`config.mk`:
```
export PLATFORM = sky130hd
export DESIGN_NAME = vec_write_seq
export DESIGN_NICKNAME = d
export VERILOG_FILES = /design/src/rtl/vec_write_seq.sv
export SDC_FILE = /design/constraint.sdc
export NUM_CORES = 1
export LEC_CHECK = 0
export CAP_MARGIN = 20
export CORE_MARGIN = 2
export CORE_UTILIZATION = 49
export CTS_CLUSTER_SIZE = 25
export DETAILED_ROUTE_END_ITERATION = 7
export PLACE_DENSITY = 0.86
export SETUP_SLACK_MARGIN = 0.05
export SYNTH_ARGS = -nofsm -noshare
export SYNTH_HDL_FRONTEND = slang
export SYNTH_SLANG_ARGS = --single-unit
```
`constraint.sdc`:
```
create_clock -name clk -period 2.2 [get_ports clk]
set_input_delay 0.55 -clock clk [delete_from_list [all_inputs] [get_ports clk]]
set_output_delay 0.55 -clock clk [all_outputs]
set_load 0.01 [all_outputs]
```
`src/rtl/vec_write_seq.sv`:
```
// Vector register file write sequencer: serialises full-vector writes into one
// lane per cycle with a fetch stall, and passes single-element writes straight through.
module vec_write_seq #(
    parameter int unsigned LANES = 4,
    parameter int unsigned IDXW  = 2,
    parameter int unsigned EW    = 32
) (
    input  logic                  clk,
    input  logic                  reset,
    input  logic                  VecWrite,
    input  logic                  VecIdxWrite,
    input  logic [3:0]            VecRd,
    input  logic [IDXW-1:0]       VecIdx,
    input  logic [LANES*EW-1:0]   VecData,
    input  logic [EW-1:0]         ScalarData,
    output logic                  Stall,
    output logic                  VrfWE,
    output logic [3:0]            VrfAddr,
    output logic [IDXW-1:0]       VrfLane,
    output logic [EW-1:0]         VrfWD,
    output logic                  Done
);

    localparam int unsigned VW = LANES * EW;
    localparam logic [IDXW-1:0] LAST_LANE = IDXW'(LANES - 1);

    typedef enum logic {
        IDLE  = 1'b0,
        WRITE = 1'b1
    } state_t;

    state_t          state, stateNext;
    logic [IDXW-1:0] cnt, cntNext;
    logic [VW-1:0]   vbuf, vbufNext;
    logic [3:0]      rbuf, rbufNext;

    // State and latched-operand registers
    always_ff @(posedge clk) begin
        if (!reset) begin
            state <= IDLE;
            cnt   <= '0;
            vbuf  <= '0;
            rbuf  <= '0;
        end else begin
            state <= stateNext;
            cnt   <= cntNext;
            vbuf  <= vbufNext;
            rbuf  <= rbufNext;
        end
    end

    // Next-state and write-port drive; everything reads as zero while in reset
    always_comb begin
        stateNext = state;
        cntNext   = cnt;
        vbufNext  = vbuf;
        rbufNext  = rbuf;
        Stall     = 1'b0;
        VrfWE     = 1'b0;
        VrfAddr   = '0;
        VrfLane   = '0;
        VrfWD     = '0;
        Done      = 1'b0;

        if (reset) begin
            unique case (state)
                IDLE: begin
                    if (VecWrite) begin
                        // Accept cycle: latch operands, hold fetch, no write yet
                        Stall     = 1'b1;
                        vbufNext  = VecData;
                        rbufNext  = VecRd;
                        cntNext   = '0;
                        stateNext = WRITE;
                    end else if (VecIdxWrite) begin
                        VrfWE   = 1'b1;
                        VrfAddr = VecRd;
                        VrfLane = VecIdx;
                        VrfWD   = ScalarData;
                    end
                end
                WRITE: begin
                    VrfWE   = 1'b1;
                    VrfAddr = rbuf;
                    VrfLane = cnt;
                    VrfWD   = vbuf[int'(cnt)*EW +: EW];
                    cntNext = cnt + IDXW'(1);
                    if (cnt == LAST_LANE) begin
                        // Final lane: release the PC this edge
                        Done      = 1'b1;
                        cntNext   = '0;
                        stateNext = IDLE;
                    end else begin
                        Stall = 1'b1;
                    end
                end
                default: stateNext = IDLE;
            endcase
        end
    end

endmodule

```
## Yosys cells after proc, flatten, opt, wreduce, memory -nomap -nowiden

Index checks and enable logic that the tools add are counted.

| word-level totals | value |
|---|---|
| bits of input ports | 170 |
| output and inout port bits | 41 |
| register bits after elaboration | 135 |

| operators by class | value |
|---|---|
| shift operators | 1 |
| equal/unequal tests | 2 |
| reductions and logical operators | 1 |
| multiplexer cells | 26 |
| bitwise logic cells | 1 |
| add/sub/neg operators | 1 |

Operators by type and width:

| cell | count |
|---|---|
| 128-bit by 8-bit indexed part select with 32-bit output | 1 |
| 32-bit two-way mux | 3 |
| 32-bit one-hot mux with 2 select lines | 1 |
| 4-bit two-way mux | 3 |
| 2-bit two-way mux | 5 |
| 1-bit two-way mux | 9 |
| 2-bit one-hot mux with 2 select lines | 2 |
| 4-bit one-hot mux with 2 select lines | 1 |
| 1-bit one-hot mux with 2 select lines | 2 |
| 2-bit by 1-bit adder with 2-bit output, second input constant | 1 |
| 2-bit == test, second input constant | 1 |
| 2-bit inequality test, second input constant | 1 |
| 2-bit AND reduction | 1 |
| 1-bit NOT | 1 |

## Depth between registers and ports, before layout

| depth | value |
|---|---|
| depth after elaboration | 4 |
| depth in mapped cells | 6 |

## Worst setup path after synthesis

OpenSTA, ideal clock, no wires.

| path | value |
|---|---|
| path type | input to output |
| start point | in VecWrite |
| end point | out VrfWD[10] |
| arrival time | 1315 ps |
| data required time | 1650 ps |
| buffers on the path | 2 |
| path slack | 335 ps |
| stages | 5 |
| cells stage by stage | nor4bb_1 > buf_2 > buf_2 > a2bb2oi_1 > o21ai_0 |

| between the ends | value |
|---|---|
| cells in the longest elaborated chain, start to end | 3 |

RTL lines:

| item | line | text |
|---|---|---|
| start: declaration | 10 | `input logic VecWrite,` |
| 32-bit two-way mux | 68 | `if (VecWrite) begin` |
| 32-bit one-hot mux with 2 select lines | 66 | `unique case (state)` |
| 32-bit two-way mux | 65 | `if (reset) begin` |
| end: declaration | 20 | `output logic [EW-1:0] VrfWD,` |

No other way between the ends.

## Final worst setup path

| path | value |
|---|---|
| start point | reg state |
| end point | out VrfWD[1] |

| between the ends | value |
|---|---|
| cells in the longest elaborated chain, start to end | 3 |

RTL lines:

| item | line | text |
|---|---|---|
| start: declaration | 32 | `state_t state, stateNext;` |
| start signal: assignment | 45 | `state <= stateNext;` |
| 1-bit NOT (no line) | -- |  |
| 32-bit one-hot mux with 2 select lines * | 66 |  |
| 32-bit two-way mux * | 65 |  |

Every way passes the cells marked *; elsewhere a longest branch is shown, timed or not.

==> summary.md <==
| Metric | Value |
|---|---|
| Routability Congestion | `~0.8` |
| Setup_tns | `-3.99 ns` |
| Final Cycle Share | `1.08` |
| Full die area | `about 13000 µm²` |
| EDFF count, synth | `0` |
| Fin cells | `~1100` |
| Synth cell types | `24` |
| R2r startpoint | `state` |
| VDD IR max | `slightly below 0.5 mV` |
| Max-slew violations | `0` |
| R2R setup slack | `between 0.6 and 0.7 ns` |
| Area grow syn2layout | `53.2%` |
| Worst-path clk slew | `roughly 0.05 ns` |
| Site Rows | `40` |
| Final Hold Viols | `0` |
| Critical path cell sequence | `nor4bb_4 > buf_4 > buf_12 > buf_16 > a2bb2oi_2 > o21ai_1 > buf_2` |
| Routed vias | `between 6000 and 7000` |
| Post-DR wirelength/cell | `roughly 17 µm` |
| Share of the synthesized area in the top cell type | `0.447` |
| CTS tree | `built` |
| Hold path depth | `2` |
| Initial Util | `0.503` |
| Fraction of the yosys area taken by sequential cells | `0.447` |
| Vias in the first global route | `a little under 6000` |
| H-tree Lvls | `4` |
| CTS Sinks | `around 140` |
| Share of cells above drive strength 1 | `0.171` |
| Leading cell types by count after synthesis | `271 x nand2_1, 140 x a21oi_1, 135 x dfxtp_1, 64 x mux2i_1, 31 x a2bb2oi_1` |
| Lkg Pwr | `0.00349 µW` |
| CP arrival | `approximately 1.8 ns` |
| RSZ-0062 raised after global routing | `true` |
| Nets | `between 1000 and 1500` |
| Worst setup margin | `-0.180 ns` |
| Antenna diodes | `0` |
| Synth async-reset ratio | `0` |
| CP Class | `flip-flop to output port` |
| Core footprint | `roughly 12000 µm²` |
| Required @ worst endpoint | `about 1.7 ns` |
| FF+latch count, synth | `between 100 and 150` |
| DRT iter0 DRCs | `approximately 500` |
| Final wirelength | `between 15 and 20 mm` |
| MaxCap Viol Count | `0` |
| Crit-path slowest cell | `dfxtp_4` |
| Worst setup SP type | `flip-flop` |
| DR pass1 iterations | `5` |
| Relative slew slack | `0.459` |
| Syn. warnings | `0` |
| Power density over cell area | `702 nW/µm²` |
| First-pass GRT wire length | `28.8 mm` |
| Synth top area cells | `dfxtp_1 45%, nand2_1 17%, a21oi_1 12%, mux2i_1 11%, a2bb2oi_1 4.5%` |
| Clock Skews | `0.00643 ns` |
| Avg Synthesized Cell Area | `7.93 µm²` |
| Skew-Pair Late Insertion Delay | `around 0.41 ns` |
| Prevailing post-synth register cell | `dfxtp_1` |
| DP HPWL | `between 10 and 15 mm` |
| Crit. End Element | `output port` |
| Post-Syn Nets | `roughly 930` |
| Final setup vio count | `32` |
| Worst flop-to-flop path endpoint | `vbuf[40]` |
| Area leader, netlist | `dfxtp_1` |
| Vias/cell | `about 5.4` |
| Worst Reg2Reg Path Length in Cells | `6` |
| Cell area after synthesis | `~6000 µm²` |
| Total gr overflow | `0` |
| ANT nets after route | `0` |
| Slowest cell delay on critical path | `0.36 ns` |
| Number of remaining DRC errors | `0` |
| Minimum clock period | `about 2.4 ns` |
| Worst min path class | `flip-flop to flip-flop` |
| Actual slew at the worst max-slew pin | `0.811 ns` |
| F_max | `between 0.4 and 0.5 GHz` |
| Max Root-Sink Buffers | `2` |
| Post-Syn Instances | `762` |
| Crit Path Max Fanout | `8` |
| Root Driver | `clkbuf_16` |
| Buffers on Ports | `210` |
| Largest net degree at the start of global routing | `78` |
| TritonCTS buffer count | `17` |
| Failing checks | `negative setup slack` |
| Most frequent cell after synthesis | `nand2_1` |
| Status | `finished, violations left` |
| GRT Util Overall | `0.281` |
| Initial antenna violation count | `0` |
| Post-Place Cells | `1085` |
| Chip width | `between 100 and 150 µm` |
| Die height | `approximately 120 µm` |
| Hold Path Sink | `vbuf[93]` |
| Num ports | `between 200 and 250` |
| Hold wc startpoint | `vbuf[93]` |
final cells by class:
cell class	count	area, µm²
clock buffers	29	531
multi-input cells	560	3230
clock inverters	2	35.0
repair buffers	263	2560
flip-flops and latches	135	2710
well taps	147	184
inverters	1	6.26
fillers	840	2760
registers in the layout, indices dropped and copies added (netlist names):
name	cells
vbuf	128
state	1
rbuf	4
cnt	2
how the worst max path moves through the flow:
stage          startpoint   endpoint  slack (ns)  cells past startpoint
6_report            state   VrfWD[1]       -0.18                      7
5_1_grt             state  VrfWD[22]       -0.23                      7
4_1_cts             state  VrfWD[19]       -0.15                      8
3_5_place_dp        reset  VrfWD[22]       -0.77                      6
3_3_place_gp        reset  VrfWD[22]       -0.72                      6
2_1_floorplan    VecWrite  VrfWD[10]        0.33                      5
worst max-delay path: cells and delay by family, from the launching register on:
| kind | cells | cell delay (ns) |
|---|---|---|
| flip-flops | 1 | 0.36 |
| buffers and inverters | 4 | 0.61 |
| AO/OA/AOI/OAI | 2 | 0.15 |
| AND/OR/NAND/NOR | 1 | 0.30 |
per-stage QoR:
stage	setup WS, ns	hold WS, ns	utilization	cell area (µm²)	total power, µW
after floorplan	0.335	0.436	-	6040	3200
after global placement	-0.723	0.440	0.694	8330	3690
after detailed placement	-0.772	0.446	0.694	8330	3710
after CTS	-0.152	0.453	0.761	9140	6480
after global routing	-0.225	0.467	0.771	9260	6710
final	-0.180	0.452	0.771	9260	6500
per-layer routing:
layer	vias to the layer above	routed length, µm	track usage
li1	3004	-	-
met1	2881	7420	0.322
met2	225	9840	0.493
met3	31	1460	0.0859
met4	0	349	0.104
met5	-	0	0
where the power goes:
group | switching (µW) | internal, µW
clock | 979 | 1730
sequential | 84.2 | 2590
combinational | 488 | 631
total | 1550 | 4950
cell usage in the layout (no fill, tap or decap), types with 2 or more instances in the layout:
cell and instances:
nand3b_1 7, mux2i_2 8, a21oi_1 138, o21ai_1 31, dfxtp_1 133, a2bb2oi_2 27
nor2_1 5, buf_4 25, buf_6 9, clkbuf_16 17, a21oi_2 2, nand2_1 270
buf_2 41, nor3b_1 2, dlygate4sd2_1 2, clkbuf_8 6, clkdlybuf4s50_1 166, buf_12 17
clkbuf_1 6, mux2i_1 53, dfxtp_4 2, a2bb2oi_1 4, mux2i_4 3
repair_timing:
action,CTS,global route
pin swaps,2,3
resized for setup,231,29
cloned,2,0
hold buffers,0,0
setup buffers,19,2
setup endpoints to repair,41,41
logic make-up (layout without fill, tap and decap cells):
group / after synthesis / in the layout / share of synthesized area
and+or+nand+nor: 291 / 291 / 0.189
AOI/OAI and AO/OA: 204 / 204 / 0.189
DFF: 135 / 135 / 0.447
buffers and inverters: 67 / 295 / 0.0660
muxes: 64 / 64 / 0.106
adders and majority gates: 1 / 1 / 0.00207
No activity file was read; power rests on OpenSTA's default activity.
